`config.mk`:
```
export PLATFORM = sky130hd
export DESIGN_NAME = dec_exe_stage_reg_flat
export DESIGN_NICKNAME = d
export VERILOG_FILES = /design/src/rtl/dec_exe_stage_reg_if.sv /design/src/rtl/dec_exe_stage_reg.sv /design/src/flat_wrapper.sv
export SDC_FILE = /design/constraint.sdc
export NUM_CORES = 1
export LEC_CHECK = 0
export CAP_MARGIN = 20
export CORE_MARGIN = 3
export CORE_UTILIZATION = 35
export CTS_CLUSTER_DIAMETER = 50
export DETAILED_ROUTE_END_ITERATION = 8
export HOLD_SLACK_MARGIN = 0.06
export PLACE_DENSITY_LB_ADDON = 0.12
export SLEW_MARGIN = 20
export SYNTH_ARGS = -nofsm -noshare
export SYNTH_HDL_FRONTEND = slang
export SYNTH_SLANG_ARGS = --single-unit
```
`constraint.sdc`:
```
create_clock -name clk -period 6.3 [get_ports clk]
set_clock_uncertainty 0.2 [all_clocks]
set_input_delay 0.63 -clock clk [delete_from_list [all_inputs] [get_ports clk]]
set_output_delay 0.63 -clock clk [all_outputs]
set_load 0.01 [all_outputs]
```
`src/rtl/dec_exe_stage_reg_if.sv`:
```
// DEC->EXE stage bundle: instruction state and forwarded operands from DEC,
// registered EXE state and hazard statistics back to the pipeline.
interface dec_exe_stage_reg_if #(
  parameter int CNT_W = 16
);
  logic             dec_valid;
  logic [31:0]      dec_pc;
  logic [31:0]      dec_insn;
  logic [4:0]       dec_rd;
  logic             dec_rd_wenb;
  logic             dec_load;
  logic             dec_csr;
  logic [31:0]      dec_rs1_data;
  logic [31:0]      dec_rs2_data;
  logic             dec_stall;
  logic             dec_load_use;
  logic             dec_csr_use;
  logic             exe_busy;
  logic             flush;
  logic             dec_hold;
  logic             exe_valid;
  logic [31:0]      exe_pc;
  logic [31:0]      exe_insn;
  logic [31:0]      exe_rs1_data;
  logic [31:0]      exe_rs2_data;
  logic [4:0]       exe_rd;
  logic             exe_rd_wenb;
  logic             exe_load;
  logic             exe_csr;
  logic [CNT_W-1:0] load_use_cnt;
  logic [CNT_W-1:0] csr_use_cnt;
  logic [CNT_W-1:0] bubble_cnt;

  // Pipeline side: drives DEC state and control, observes EXE state.
  modport master (
    output dec_valid, dec_pc, dec_insn, dec_rd, dec_rd_wenb, dec_load, dec_csr,
           dec_rs1_data, dec_rs2_data, dec_stall, dec_load_use, dec_csr_use,
           exe_busy, flush,
    input  dec_hold, exe_valid, exe_pc, exe_insn, exe_rs1_data, exe_rs2_data,
           exe_rd, exe_rd_wenb, exe_load, exe_csr,
           load_use_cnt, csr_use_cnt, bubble_cnt
  );

  // Stage register side.
  modport slave (
    input  dec_valid, dec_pc, dec_insn, dec_rd, dec_rd_wenb, dec_load, dec_csr,
           dec_rs1_data, dec_rs2_data, dec_stall, dec_load_use, dec_csr_use,
           exe_busy, flush,
    output dec_hold, exe_valid, exe_pc, exe_insn, exe_rs1_data, exe_rs2_data,
           exe_rd, exe_rd_wenb, exe_load, exe_csr,
           load_use_cnt, csr_use_cnt, bubble_cnt
  );
endinterface

```
`src/rtl/dec_exe_stage_reg.sv`:
```
// DEC->EXE pipeline register: captures forwarded operands, inserts bubbles on
// DEC stalls, holds while EXE is busy, squashes on flush, and keeps saturating
// load-use / CSR-use / bubble counters.
module dec_exe_stage_reg #(
  parameter int CNT_W = 16
) (
  input logic                 clk,
  input logic                 reset,
  dec_exe_stage_reg_if.slave  bus
);

  typedef enum logic [1:0] {
    ACT_ADVANCE,
    ACT_BUBBLE,
    ACT_HOLD,
    ACT_FLUSH
  } action_e;

  action_e          action;
  logic             valid_q;
  logic [31:0]      pc_q;
  logic [31:0]      insn_q;
  logic [31:0]      rs1_q;
  logic [31:0]      rs2_q;
  logic [4:0]       rd_q;
  logic             rd_wenb_q;
  logic             load_q;
  logic             csr_q;
  logic [CNT_W-1:0] load_use_q;
  logic [CNT_W-1:0] csr_use_q;
  logic [CNT_W-1:0] bubble_q;

  function automatic logic [CNT_W-1:0] sat_inc(input logic [CNT_W-1:0] v);
    return (v == '1) ? v : v + CNT_W'(1);
  endfunction

  // Pick the single action for this edge: flush > hold > bubble > advance.
  always_comb begin
    // NOTE: default assigned first so no path through this block infers a latch.
    action = ACT_ADVANCE;
    if (bus.flush)                           action = ACT_FLUSH;
    else if (bus.exe_busy)                   action = ACT_HOLD;
    else if (bus.dec_stall && bus.dec_valid) action = ACT_BUBBLE;
  end

  // DEC must keep its instruction whenever it cannot move into EXE this cycle.
  assign bus.dec_hold = ~reset & bus.dec_valid & ~bus.flush & (bus.exe_busy | bus.dec_stall);

  // Control fields: cleared by flush and bubble, frozen on hold, captured on advance.
  always_ff @(posedge clk or posedge reset) begin
    if (reset) begin
      // NOTE: non-blocking assignments keep every register sampling pre-edge values.
      valid_q   <= 1'b0;
      rd_q      <= '0;
      rd_wenb_q <= 1'b0;
      load_q    <= 1'b0;
      csr_q     <= 1'b0;
    end else begin
      case (action)
        ACT_FLUSH, ACT_BUBBLE: begin
          valid_q   <= 1'b0;
          rd_q      <= '0;
          rd_wenb_q <= 1'b0;
          load_q    <= 1'b0;
          csr_q     <= 1'b0;
        end
        ACT_ADVANCE: begin
          valid_q   <= bus.dec_valid;
          rd_q      <= bus.dec_rd;
          // x0 writes are never advertised to the bypass logic.
          rd_wenb_q <= bus.dec_valid & bus.dec_rd_wenb & (bus.dec_rd != 5'd0);
          load_q    <= bus.dec_valid & bus.dec_load;
          csr_q     <= bus.dec_valid & bus.dec_csr;
        end
        default: ;
      endcase
    end
  end

  // Data fields only change on advance; a squashed slot keeps stale data.
  always_ff @(posedge clk or posedge reset) begin
    if (reset) begin
      pc_q   <= '0;
      insn_q <= '0;
      rs1_q  <= '0;
      rs2_q  <= '0;
    end else if (action == ACT_ADVANCE) begin
      pc_q   <= bus.dec_pc;
      insn_q <= bus.dec_insn;
      rs1_q  <= bus.dec_rs1_data;
      rs2_q  <= bus.dec_rs2_data;
    end
  end

  // Hazard statistics: only bubbles are counted, saturating at all-ones.
  always_ff @(posedge clk or posedge reset) begin
    if (reset) begin
      load_use_q <= '0;
      csr_use_q  <= '0;
      bubble_q   <= '0;
    end else if (action == ACT_BUBBLE) begin
      bubble_q <= sat_inc(bubble_q);
      if (bus.dec_load_use) load_use_q <= sat_inc(load_use_q);
      if (bus.dec_csr_use)  csr_use_q  <= sat_inc(csr_use_q);
    end
  end

  assign bus.exe_valid    = valid_q;
  assign bus.exe_pc       = pc_q;
  assign bus.exe_insn     = insn_q;
  assign bus.exe_rs1_data = rs1_q;
  assign bus.exe_rs2_data = rs2_q;
  assign bus.exe_rd       = rd_q;
  assign bus.exe_rd_wenb  = rd_wenb_q;
  assign bus.exe_load     = load_q;
  assign bus.exe_csr      = csr_q;
  assign bus.load_use_cnt = load_use_q;
  assign bus.csr_use_cnt  = csr_use_q;
  assign bus.bubble_cnt   = bubble_q;

endmodule
```
`src/flat_wrapper.sv`:
```
// flat-port wrapper written by rule: the top's interface ports become plain ports
module dec_exe_stage_reg_flat 
#(
  parameter int CNT_W = 16
)
  (clk, reset, bus_dec_valid, bus_dec_pc, bus_dec_insn, bus_dec_rd, bus_dec_rd_wenb, bus_dec_load, bus_dec_csr, bus_dec_rs1_data, bus_dec_rs2_data, bus_dec_stall, bus_dec_load_use, bus_dec_csr_use, bus_exe_busy, bus_flush, bus_dec_hold, bus_exe_valid, bus_exe_pc, bus_exe_insn, bus_exe_rs1_data, bus_exe_rs2_data, bus_exe_rd, bus_exe_rd_wenb, bus_exe_load, bus_exe_csr, bus_load_use_cnt, bus_csr_use_cnt, bus_bubble_cnt);
  dec_exe_stage_reg_if #(.CNT_W(CNT_W)) bus_i ();
  input logic clk;
  input logic reset;
  input wire logic [$bits(bus_i.dec_valid)-1:0] bus_dec_valid;
  input wire logic [$bits(bus_i.dec_pc)-1:0] bus_dec_pc;
  input wire logic [$bits(bus_i.dec_insn)-1:0] bus_dec_insn;
  input wire logic [$bits(bus_i.dec_rd)-1:0] bus_dec_rd;
  input wire logic [$bits(bus_i.dec_rd_wenb)-1:0] bus_dec_rd_wenb;
  input wire logic [$bits(bus_i.dec_load)-1:0] bus_dec_load;
  input wire logic [$bits(bus_i.dec_csr)-1:0] bus_dec_csr;
  input wire logic [$bits(bus_i.dec_rs1_data)-1:0] bus_dec_rs1_data;
  input wire logic [$bits(bus_i.dec_rs2_data)-1:0] bus_dec_rs2_data;
  input wire logic [$bits(bus_i.dec_stall)-1:0] bus_dec_stall;
  input wire logic [$bits(bus_i.dec_load_use)-1:0] bus_dec_load_use;
  input wire logic [$bits(bus_i.dec_csr_use)-1:0] bus_dec_csr_use;
  input wire logic [$bits(bus_i.exe_busy)-1:0] bus_exe_busy;
  input wire logic [$bits(bus_i.flush)-1:0] bus_flush;
  output wire logic [$bits(bus_i.dec_hold)-1:0] bus_dec_hold;
  output wire logic [$bits(bus_i.exe_valid)-1:0] bus_exe_valid;
  output wire logic [$bits(bus_i.exe_pc)-1:0] bus_exe_pc;
  output wire logic [$bits(bus_i.exe_insn)-1:0] bus_exe_insn;
  output wire logic [$bits(bus_i.exe_rs1_data)-1:0] bus_exe_rs1_data;
  output wire logic [$bits(bus_i.exe_rs2_data)-1:0] bus_exe_rs2_data;
  output wire logic [$bits(bus_i.exe_rd)-1:0] bus_exe_rd;
  output wire logic [$bits(bus_i.exe_rd_wenb)-1:0] bus_exe_rd_wenb;
  output wire logic [$bits(bus_i.exe_load)-1:0] bus_exe_load;
  output wire logic [$bits(bus_i.exe_csr)-1:0] bus_exe_csr;
  output wire logic [$bits(bus_i.load_use_cnt)-1:0] bus_load_use_cnt;
  output wire logic [$bits(bus_i.csr_use_cnt)-1:0] bus_csr_use_cnt;
  output wire logic [$bits(bus_i.bubble_cnt)-1:0] bus_bubble_cnt;
  assign bus_i.dec_valid = bus_dec_valid;
  assign bus_i.dec_pc = bus_dec_pc;
  assign bus_i.dec_insn = bus_dec_insn;
  assign bus_i.dec_rd = bus_dec_rd;
  assign bus_i.dec_rd_wenb = bus_dec_rd_wenb;
  assign bus_i.dec_load = bus_dec_load;
  assign bus_i.dec_csr = bus_dec_csr;
  assign bus_i.dec_rs1_data = bus_dec_rs1_data;
  assign bus_i.dec_rs2_data = bus_dec_rs2_data;
  assign bus_i.dec_stall = bus_dec_stall;
  assign bus_i.dec_load_use = bus_dec_load_use;
  assign bus_i.dec_csr_use = bus_dec_csr_use;
  assign bus_i.exe_busy = bus_exe_busy;
  assign bus_i.flush = bus_flush;
  assign bus_dec_hold = bus_i.dec_hold;
  assign bus_exe_valid = bus_i.exe_valid;
  assign bus_exe_pc = bus_i.exe_pc;
  assign bus_exe_insn = bus_i.exe_insn;
  assign bus_exe_rs1_data = bus_i.exe_rs1_data;
  assign bus_exe_rs2_data = bus_i.exe_rs2_data;
  assign bus_exe_rd = bus_i.exe_rd;
  assign bus_exe_rd_wenb = bus_i.exe_rd_wenb;
  assign bus_exe_load = bus_i.exe_load;
  assign bus_exe_csr = bus_i.exe_csr;
  assign bus_load_use_cnt = bus_i.load_use_cnt;
  assign bus_csr_use_cnt = bus_i.csr_use_cnt;
  assign bus_bubble_cnt = bus_i.bubble_cnt;
  dec_exe_stage_reg #(.CNT_W(CNT_W)) u_core (.clk(clk), .reset(reset), .bus(bus_i));
endmodule
```
Word level (Yosys, flattened, before mapping)
Cells that the tools add are included.
W data, S select, Z words.

storage, ports and cells
  flip-flop bits (word level) = 185
  bits of input ports = 144

operators by class
  multiplexer cells = 8
  $add $sub $neg = 3
  reductions and logical operators = 8
  bitwise operators = 13
  eq/ne operators = 5

operators by type and width
  cell                     count
  $add A16 B1 Y16 const B  3
  $eq A16 B16 Y1 const B   3
  $pmux W5 S2              1
  $pmux W1 S2              4
  $and A1 B1 Y1            7
  $reduce_and A3 Y1        2
  $not A1 Y1               5
  $reduce_bool A5 Y1       1
  $mux W2                  2
  $eq A2 B1 Y1 const B     1
  $eq A2 B2 Y1 const B     1
  $logic_not A2 Y1         1
  $reduce_and A2 Y1        1
  $reduce_bool A2 Y1       1
  $reduce_or A2 Y1         1
  $logic_and A1 B1 Y1      1
  $mux W1                  1
  $or A1 B1 Y1             1

Longest topological paths before layout
Gate-level depths: netlist of run 1.

  word-level depth = 7
  depth in mapped cells = 6
  gate-level depth less buffers = 5

Worst setup path after synthesis of run 1
OpenSTA, ideal clock, no wires.

  path type = input -> register
  start point = input bus_dec_stall
  end point = register u_core.rs2_q[26], in the netlist u_core.bus.exe_rs2_data[26]
  setup slack = 4.099 ns
  setup time = 0.125 ns
  stages = 4
  arrival time = 1.876 ns
  cells stage by stage = a211oi_1 > clkbuf_1 > clkbuf_1 > mux2_2

between the ends
  longest elaborated chain between the ends = 5

RTL lines
  item                  RTL line                 RTL
  from (decl)           flat_wrapper.sv:19       input wire logic [$bits(bus_i.dec_stall)-1:0] bus_dec_stall;
  $logic_and A1 B1 Y1   dec_exe_stage_reg.sv:43  else if (bus.dec_stall && bus.dec_valid) action = ACT_BUBBLE;
  $mux W1               dec_exe_stage_reg.sv:43
  $mux W2               dec_exe_stage_reg.sv:42  else if (bus.exe_busy) action = ACT_HOLD;
  $mux W2               dec_exe_stage_reg.sv:41  if (bus.flush) action = ACT_FLUSH;
  $logic_not A2 Y1      dec_exe_stage_reg.sv:87  end else if (action == ACT_ADVANCE) begin
  to (signal assigned)  dec_exe_stage_reg.sv:91  rs2_q <= bus.dec_rs2_data;
  to (decl)             dec_exe_stage_reg.sv:24  logic [31:0] rs2_q;

No other way between the ends.
A chain may end at the register's enable or synchronous reset.

Worst setup path after layout of run 1
  start point = input bus_dec_valid
  end point = output bus_dec_hold

between the ends
  longest elaborated chain between the ends = 3

RTL lines
  item                        RTL line                 RTL
  from (decl)                 flat_wrapper.sv:10       input wire logic [$bits(bus_i.dec_valid)-1:0] bus_dec_valid;
  $and A1 B1 Y1 (3 in a row)  dec_exe_stage_reg.sv:47  assign bus.dec_hold = ~reset & bus.dec_valid & ~bus.flush & (bus.exe_busy | bus.dec_stall);
  to (decl)                   flat_wrapper.sv:24       output wire logic [$bits(bus_i.dec_hold)-1:0] bus_dec_hold;

No other way between the ends.

==> impl_metrics.tcl, run 1 <==
set metrics [dict create \
    timing.setup.tns_ps 0 \
    finalHoldViolCount 0 \
    crit_type "in -> out" \
    fin_crit_sh 0.480 \
    synth_ff_type "dfrtp_1" \
    ir_drop_v 0.000174 \
    top_layer "met4" \
    nets 997 \
    path_max_fanout 8 \
    ios 330 \
    cts_tree "done" \
    synth-compound-area-share 0.0287 \
    ys_types 40 \
    num_vias 5480 \
    synth_nets 663 \
    track_usage 0.185 \
    synthAdderAreaFrac 0.00503 \
    clk_pin_slew_ps 60 \
    slew_viol_final 0 \
    grt-ovfl-total 0 \
    maxCapViolations 0 \
    fp.dieH_microns 152 \
    cts-resized-gates 0 \
    pwr_density_cell_mw_per_mm2 293 \
    seq_area_frac_synth 0.621 \
    slew-limit-headroom 0.369 \
    cp-end-kind "output pin" \
    num_rows 52 \
    status "finished clean" \
    clock_latency_ps 420 \
    place_hpwl_microns 16300 \
    grt_pass1_vias 5644 \
    met2_length_microns 10900 \
    muxShareOfSynthArea 0.201 \
    grt_pass1_wl_microns 34000 \
    diodes 0 \
    die_w_microns 152 \
    drt_pass1_iterations 4 \
    initial_core_util 0.363 \
    via_per_inst 4.84 \
    ant_nets 0 \
    cts.sinks 185 \
    core-area_sq_mm 0.0206 \
    placed_area_sq_mm 0.0111 \
    cts_buffer_depth 2 \
    clockRootBuffer "clkbuf_16" \
    synth_edf_count 0 \
    fin_area_sq_mm 0.0117 \
    cp_slowest_stage_delay_ps 670 \
    syn_area_per_cell_sq_um 14.5 \
    worstHoldPathType "reg -> reg" \
    layout_commonest_cell "clkdlybuf4s50_1" \
    synth_top_family_by_area "multiplexers" \
    drc 0 \
    area_delta_synth_final_pct 56.4 \
    grt_max_degree 89 \
    period_needed_ps 3030 \
    rsz0062_at_grt "no" \
    wl_per_cell_microns 19.0 \
    drt_iter0_drc 216 \
    cts_setup_buffers 0 \
    synth_seq_cells 185 \
    slowest_stage "clkdlybuf4s50_1" \
    wl_met1_microns 9120 \
    cts_buffers 17 \
    yosys_warnings 0 \
    synthArstFlopShare 1.00 \
    netlist_instances 516 \
    worstSetupStartpointType "primary input" \
    io_buffers 329 \
    synth_xor_area_frac 0.0446 \
    layout_common_cells "clkdlybuf4s50_1 (329), dfrtp_1 (185), mux2_2 (129)" \
    gp_congestion 0.849 \
    synth_simple_gate_area_frac 0.0856 \
    setup_viol 0 \
    drive_gt1_frac 0.199 \
    tightest_slew_ps 946 \
    die-area_sq_mm 0.0231 \
    max_freq_ghz 0.330 \
    crit_top_cell "clkdlybuf4s50_1" \
    wirelength_microns 21600 \
    syn-cell-area_sq_mm 0.00746 \
    wl_met3_microns 1240 \
    holdBufCountCts 0 \
    crit_path_cell_trace "clkdlybuf4s50_1, nor4b_1, clkdlybuf4s50_1" \
    arrival_ps 2200 \
    fillers 1731 \
    critPathRequiredTime_ps 5470 \
    antenna_found_initial 0 \
    leakagePower_nw 4.83 \
    cts_max_level 4 \
]
## metal layers
layer / up-vias / track usage
li1: 2559 / -
met4: 0 / 0.0501
met2: 206 / 0.312
met5: - / 0
met1: 2697 / 0.238
met3: 18 / 0.0492
## report_power, final
group          switching [W]  internal (W)  total [W]
combinational       0.000309      0.000525   0.000834
sequential          0.000118       0.00137    0.00148
clock               0.000484      0.000618    0.00110
total               0.000912       0.00251    0.00342
## kinds of logic after synthesis
logic type	count (synthesis)
DFF	185
muxes	133
and+or+nand+nor	109
xor gates and xnor gates	38
AOI/OAI and AO/OA	24
buffers and inverters	24
adders and majority gates	3
## cell type report
cell class	count	area (sq um)	share of cell area
Timing Repair Buffer	333	3320	0.285
Tap cell	270	338	0.0290
Sequential cell	185	4630	0.397
Clock inverter	13	159	0.0136
Clock buffer	19	453	0.0388
Multi-Input combinational cell	307	2730	0.234
Inverter	6	27.5	0.00236
## per-stage QoR
| stage | cells | hold WS (ps) | utilization | power [W] | setup WS [ps] |
|---|---|---|---|---|---|
| finish | 1133 | 283 | 0.567 | 0.00342 | 3270 |
| global route | 1133 | 314 | 0.567 | 0.00359 | 3240 |
| CTS | 1133 | 286 | 0.567 | 0.00347 | 3280 |
| detailed placement | 1101 | 271 | 0.537 | 0.00236 | 3120 |
| global placement | 1101 | 266 | 0.537 | 0.00233 | 3160 |
| floorplan | 516 | 307 | - | 0.00180 | 441 |
## sequential cells by signal, indices dropped and copies added (netlist names)
register / count
u_core.bus.exe_rs2_data: 32
u_core.bus.exe_rd: 5
u_core.bus.exe_rd_wenb: 1
u_core.bus.exe_csr: 1
u_core.bus.csr_use_cnt: 16
u_core.bus.exe_insn: 32
u_core.bus.bubble_cnt: 16
u_core.bus.load_use_cnt: 16
u_core.bus.exe_load: 1
u_core.bus.exe_valid: 1
u_core.bus.exe_pc: 32
u_core.bus.exe_rs1_data: 32
## worst max-delay path: cells and delay by family
family | cells | cell delay, ps
and+or+nand+nor | 1 | 300
buffers and inverters | 2 | 1260
## synth_stat cells, types with 3 or more instances
master / number / share of area
clkbuf_1: 3 / 0.0015
xnor2_1: 6 / 0.0070
dfrtp_1: 185 / 0.62
mux2_2: 129 / 0.19
nand2_1: 13 / 0.0065
a22o_1: 6 / 0.0070
nand4_1: 15 / 0.013
buf_2: 14 / 0.0094
nor4_1: 13 / 0.011
nor3b_1: 7 / 0.0070
nor3_1: 15 / 0.010
ha_1: 3 / 0.0050
or3_1: 3 / 0.0025
xor2_1: 32 / 0.038
nand3_1: 16 / 0.011
and4_1: 5 / 0.0059
and3_1: 5 / 0.0042
o21ai_0: 5 / 0.0034
inv_1: 6 / 0.0030
nor2_1: 8 / 0.0040
mux2_1: 4 / 0.0060
## final timing paths
path,start,end,slack [ps],cells past startpoint
worst max-delay path,bus_dec_valid,bus_dec_hold,3270,3
worst min-delay path,u_core.bus.exe_rd_wenb$_DFFE_PP0P_,u_core.bus.exe_rd_wenb$_DFFE_PP0P_,280,2
worst max register to register,u_core.bus.bubble_cnt[13]$_DFFE_PP0P_,u_core.bus.bubble_cnt[1]$_DFFE_PP0P_,3970,4
worst min register to register,u_core.bus.exe_rd_wenb$_DFFE_PP0P_,u_core.bus.exe_rd_wenb$_DFFE_PP0P_,280,2
max in group asynchronous,reset,u_core.bus.exe_rs2_data[9]$_DFFE_PP0N_,4110,3
min in group asynchronous,reset,u_core.bus.load_use_cnt[0]$_DFFE_PP0P_,580,2
No activity file was read; power rests on OpenSTA's default activity.
==> run 2: changes to the inputs <==
- clock period: 6.3 -> 2.8 ns (I/O delays scaled with it)
==> run 2 against run 1 <==
Cell area up 0.88%. Sequential share of layout area down 0.35 points. First-iteration DRC count is 11% lower. Register-to-register slack got worse by 3400 ps. Worst hold slack lost 100 ps. Combinational power rose by 130%. Highest routed layer unchanged.
==> impl_metrics.tcl, run 2 (synthesized netlist as in run 1, its figures left out) <==
set metrics [dict create \
    layout.cells.non_filler 1140 \
    finalHoldViolCount 0 \
    core-area_sq_mm 0.0206 \
    fin_crit_sh 0.823 \
    grt-ovfl-total 0 \
    period_needed_ps 2300 \
    worstSetupStartpointType "primary input" \
    nets 1004 \
    crit_type "in -> out" \
    cp-endpoint "bus_dec_hold" \
    worstHoldPathType "in -> async" \
    fp.dieH_microns 152 \
    antenna_found_initial 0 \
    cts_buffer_depth 2 \
    wirelength_microns 21600 \
    arrival_ps 1820 \
    slew_viol_final 0 \
    place_hpwl_microns 16500 \
    layout_common_cells "clkdlybuf4s50_1 (329), dfrtp_1 (185), mux2_2 (129)" \
    holdBufCountCts 0 \
    drt_iter0_drc 192 \
    r2r-end "u_core.bus.bubble_cnt[1]$_DFFE_PP0P_" \
    via_per_inst 4.82 \
    ios 330 \
    cts_setup_buffers 0 \
    cts_buffers 17 \
    dp_cells 1108 \
    status "finished clean" \
    io_buffers 329 \
    grt_max_degree 105 \
    cts-resized-gates 0 \
    num_rows 52 \
    drive_gt1_frac 0.203 \
    ff2ff_setup_slack_ps 580 \
    rsz0062_at_grt "no" \
    die_w_microns 152 \
    grt_pass1_vias 5773 \
    gp_congestion 0.838 \
    area_delta_synth_final_pct 57.8 \
    die-area_sq_mm 0.0231 \
    pwr_density_cell_mw_per_mm2 651 \
    track_usage 0.186 \
    r2r_cells 5 \
    fin_area_sq_mm 0.0118 \
    initial_core_util 0.363 \
    timing.final.ws_setup_ps 496 \
    wl_per_cell_microns 18.9 \
    path_max_fanout 6 \
    maxCapViolations 0 \
    placed_area_sq_mm 0.0112 \
    cts_max_level 4 \
    leakagePower_nw 4.89 \
    ir_drop_v 0.000390 \
    cp-end-kind "output pin" \
    r2r_start "u_core.bus.bubble_cnt[0]$_DFFE_PP0P_" \
    layout_commonest_cell "clkdlybuf4s50_1" \
    num_vias 5490 \
    clockRootBuffer "clkbuf_16" \
    pre_cts_slack_ps 87.8 \
    setup_viol 0 \
    drc 0 \
    tightest_slew_ps 700 \
    grt_pass1_wl_microns 34100 \
    cts_tree "done" \
    crit_start "bus_dec_valid" \
    diodes 0 \
    critPathRequiredTime_ps 2320 \
    ant_nets 0 \
    clk_pin_slew_ps 70 \
    max_freq_ghz 0.434 \
    clock_latency_ps 420 \
    cts.sinks 185 \
    slew-limit-headroom 0.529 \
    drt_pass1_iterations 4 \
]
[run 2: cell count changes in the layout (fill, tap and decap cells not counted), sizes merged]
cell | previous run | this run
clkinvlp | 4 | 1
inv | 11 | 12
clkinv | 2 | 4
buf | 4 | 11
[run 2: per-stage QoR]
stage | utilization | total power, W | setup TNS, ps | hold WS [ps]
after floorplan | - | 0.00406 | -10830 | 220
after global routing | 0.572 | 0.00803 | 0 | 246
final | 0.572 | 0.00766 | 0 | 180
after global placement | 0.544 | 0.00527 | 0 | 256
after detailed placement | 0.544 | 0.00532 | 0 | 270
after CTS | 0.572 | 0.00778 | 0 | 217
[run 2: worst min-delay path by stage]
stage	depth (start not counted)	end	from
2_1_floorplan	1	u_core.bus.exe_rd[0]$_DFFE_PP0P_	bus_dec_rd[0]
3_3_place_gp	2	u_core.bus.exe_rd_wenb$_DFFE_PP0P_	u_core.bus.exe_rd_wenb$_DFFE_PP0P_
3_5_place_dp	2	u_core.bus.exe_rd_wenb$_DFFE_PP0P_	u_core.bus.exe_rd_wenb$_DFFE_PP0P_
4_1_cts	3	u_core.bus.load_use_cnt[2]$_DFFE_PP0P_	reset
5_1_grt	3	u_core.bus.exe_rd[4]$_DFFE_PP0P_	reset
6_report	3	u_core.bus.exe_csr$_DFFE_PP0P_	reset
[run 2: report_power, final]
group / switching (W) / leakage [nW] / internal [W]
registers: 0.000268 / 2.27 / 0.00308
clock network: 0.00108 / 0.290 / 0.00134
logic: 0.000699 / 2.33 / 0.00120
[run 2: critical path: stages]
cell,delay (ps)
clkdlybuf4s50_1,500
buf_4,180
nor4b_1,270
clkdlybuf4s50_1,600
[run 2: layout make-up]
class,instances,area (sq um)
repair buffers,340,3450
fillers,1723,8790
clock inverters,13,155
flip-flops and latches,185,4630
multi-input cells,307,2730
well taps,270,338
clock buffers,19,433
inverters,6,26.3
[run 2: routing by layer]
| layer | track usage | wire (microns) |
|---|---|---|
| met3 | 0.0725 | 1710 |
| met2 | 0.317 | 10900 |
| met4 | 0.0497 | 329 |
| met1 | 0.221 | 8700 |
| met5 | 0 | 0 |
==> run 3: changes to the inputs <==
- clock period: 2.8 -> 2.1 ns (I/O delays scaled with it)
==> run 3 against run 2 <==
Setup slack got worse by 310 ps. Total power up 31%. Via count grew 2.5%. Sequential power increased by 33%. Flip-flop and latch count stayed put. Worst hold slack improved by 11 ps. Register-to-register slack got worse by 390 ps. Non-clock buffer count up 38. Count of clock-buffer cells in the layout did not move. First-iteration DRC count is 7.3% lower. Combinational power increased by 37%. Sequential share of layout area fell by 0.93 points. Critical path type is now reg -> reg. Largest cell class unchanged. Highest routed layer is now met5.
==> impl_metrics.tcl, run 3 (synthesized netlist as in run 1, its figures left out) <==
set metrics [dict create \
    grt_pass1_wl_microns 34700 \
    p_sw_frac 0.272 \
    pwr_density_cell_mw_per_mm2 836 \
    rsz0062_at_grt "no" \
    drt_pass1_iterations 4 \
    ir_drop_v 0.000534 \
    wl_per_cell_microns 18.3 \
    max_freq_ghz 0.522 \
    slew-limit-headroom 0.520 \
    cts_buffers 17 \
    diodes 0 \
    initial_core_util 0.363 \
    cts_tree "done" \
    worstSetupStartpointType "register" \
    whs_path_depth 2 \
    die-area_sq_mm 0.0231 \
    seqPwrFrac 0.441 \
    gp_congestion 0.847 \
    drc 0 \
    slowest_stage "dfrtp_1" \
    whs_ps 191 \
    pwr-share-clk 0.301 \
    maxCapViolations 0 \
    grt_pass1_vias 6052 \
    finalHoldViolCount 0 \
    layout_common_cells "clkdlybuf4s50_1 (328), dfrtp_1 (185), mux2_2 (129)" \
    p_switching_w 0.00274 \
    crit_path_cell_trace "ha_1, nand4_1, nor4_1, nor2_1, mux2_1" \
    core-area_sq_mm 0.0206 \
    clock_latency_ps 420 \
    layout_commonest_cell "clkdlybuf4s50_1" \
    timing.setup.tns_ps 0 \
    clk_pin_slew_ps 70 \
    cts_buffer_depth 2 \
    antenna_found_initial 1 \
    setup_viol 0 \
    wirelength_microns 21500 \
    cp-end-kind "register" \
    cts_setup_buffers 0 \
    grt-ovfl-total 0 \
    leakagePower_nw 5.06 \
    path_max_fanout 5 \
    arrival_ps 2020 \
    grt_max_degree 106 \
    worstHoldPathType "in -> reg" \
    fin_crit_sh 0.912 \
    intPower_w 0.00733 \
    nets 1042 \
    slew_viol_final 0 \
    fillers 1697 \
    area_delta_synth_final_pct 61.6 \
    num_vias 5626 \
    r2r_cells 5 \
    critPathRequiredTime_ps 2210 \
    ios 330 \
    place_hpwl_microns 16600 \
    io_buffers 329 \
    period_needed_ps 1910 \
    cts_max_level 4 \
    via_per_inst 4.78 \
    clockRootBuffer "clkbuf_16" \
    cts.sinks 185 \
    finalPower_w 0.0101 \
    comb_power_share 0.259 \
    track_usage 0.188 \
    fp.dieH_microns 152 \
    ant_nets 0 \
    die_w_microns 152 \
    status "finished clean" \
    num_rows 52 \
    cp_slowest_stage_delay_ps 420 \
    crit_type "reg -> reg" \
    drive_gt1_frac 0.239 \
    drt_iter0_drc 178 \
    tightest_slew_ps 719 \
]
==> run 3: cell types whose count changed in the layout (fill, tap and decap cells not counted), sizes merged <==
cell | before | now
clkdlybuf4s50 | 329 | 328
clkinvlp | 1 | 6
bufinv | 2 | 0
inv | 12 | 11
buf | 11 | 49
clkinv | 4 | 2
dlygate4sd2 | 0 | 1
==> run 3: layer usage <==
layer	share of wire	track usage
met5	0.00056	0
met4	0.013	0.0479
met3	0.061	0.0566
met2	0.50	0.324
met1	0.42	0.231
==> run 3: repair_timing <==
action | CTS | global route
hold buffers | 0 | 0
endpoints found under the hold margin | 0 | 0
pin swaps | 0 | 0
gates resized for setup | 1 | 1
endpoints found under the setup margin | 1 | 1
==> run 3: metrics by stage <==
stage	utilization	worst slack (ps)	instances	area, sq um
global placement	0.559	-228	1146	11500
detailed placement	0.559	-264	1146	11500
floorplan	-	-689	516	7460
CTS	0.586	164	1178	12000
finish	0.586	185	1178	12000
global route	0.586	2.38	1178	12000
==> run 3: final cells by class <==
cell class	instances	area, sq um	area share
Sequential cell	185	4630	0.384
Timing Repair Buffer	378	3760	0.312
Multi-Input combinational cell	307	2740	0.227
Clock buffer	19	443	0.0368
Tap cell	270	338	0.0280
Clock inverter	13	114	0.00945
Inverter	6	26.3	0.00218
==> run 3: worst paths after layout <==
path | to | slack (ps) | start
max | u_core.bus.bubble_cnt[1]$_DFFE_PP0P_ | 190 | u_core.bus.bubble_cnt[0]$_DFFE_PP0P_
min | u_core.bus.exe_rs1_data[27]$_DFFE_PP0N_ | 190 | bus_dec_rs1_data[27]
max reg2reg | u_core.bus.bubble_cnt[1]$_DFFE_PP0P_ | 190 | u_core.bus.bubble_cnt[0]$_DFFE_PP0P_
min reg2reg | u_core.bus.exe_rd_wenb$_DFFE_PP0P_ | 280 | u_core.bus.exe_rd_wenb$_DFFE_PP0P_
max in group asynchronous | u_core.bus.exe_rs1_data[0]$_DFFE_PP0N_ | 1020 | reset
min in group asynchronous | u_core.bus.exe_valid$_DFFE_PP0P_ | 210 | reset
==> run 3: power by group through the flow <==
| stage | combinational (W) | clock (W) | sequential, W |
|---|---|---|---|
| after detailed placement | 0.00264 | 0 | 0.00451 |
| after CTS | 0.00265 | 0.00314 | 0.00444 |
| after global routing | 0.00277 | 0.00332 | 0.00452 |
| final | 0.00260 | 0.00303 | 0.00444 |
| after floorplan | 0.000662 | 0 | 0.00475 |
| after global placement | 0.00260 | 0 | 0.00448 |
==> run 3: critical path, delay by kind of cell (launching register included) <==
kind | cells | cell delay (ps)
flip-flops | 1 | 420
adder cells (fa/ha/maj) | 1 | 210
multiplexers | 1 | 320
AND/OR/NAND/NOR | 3 | 650
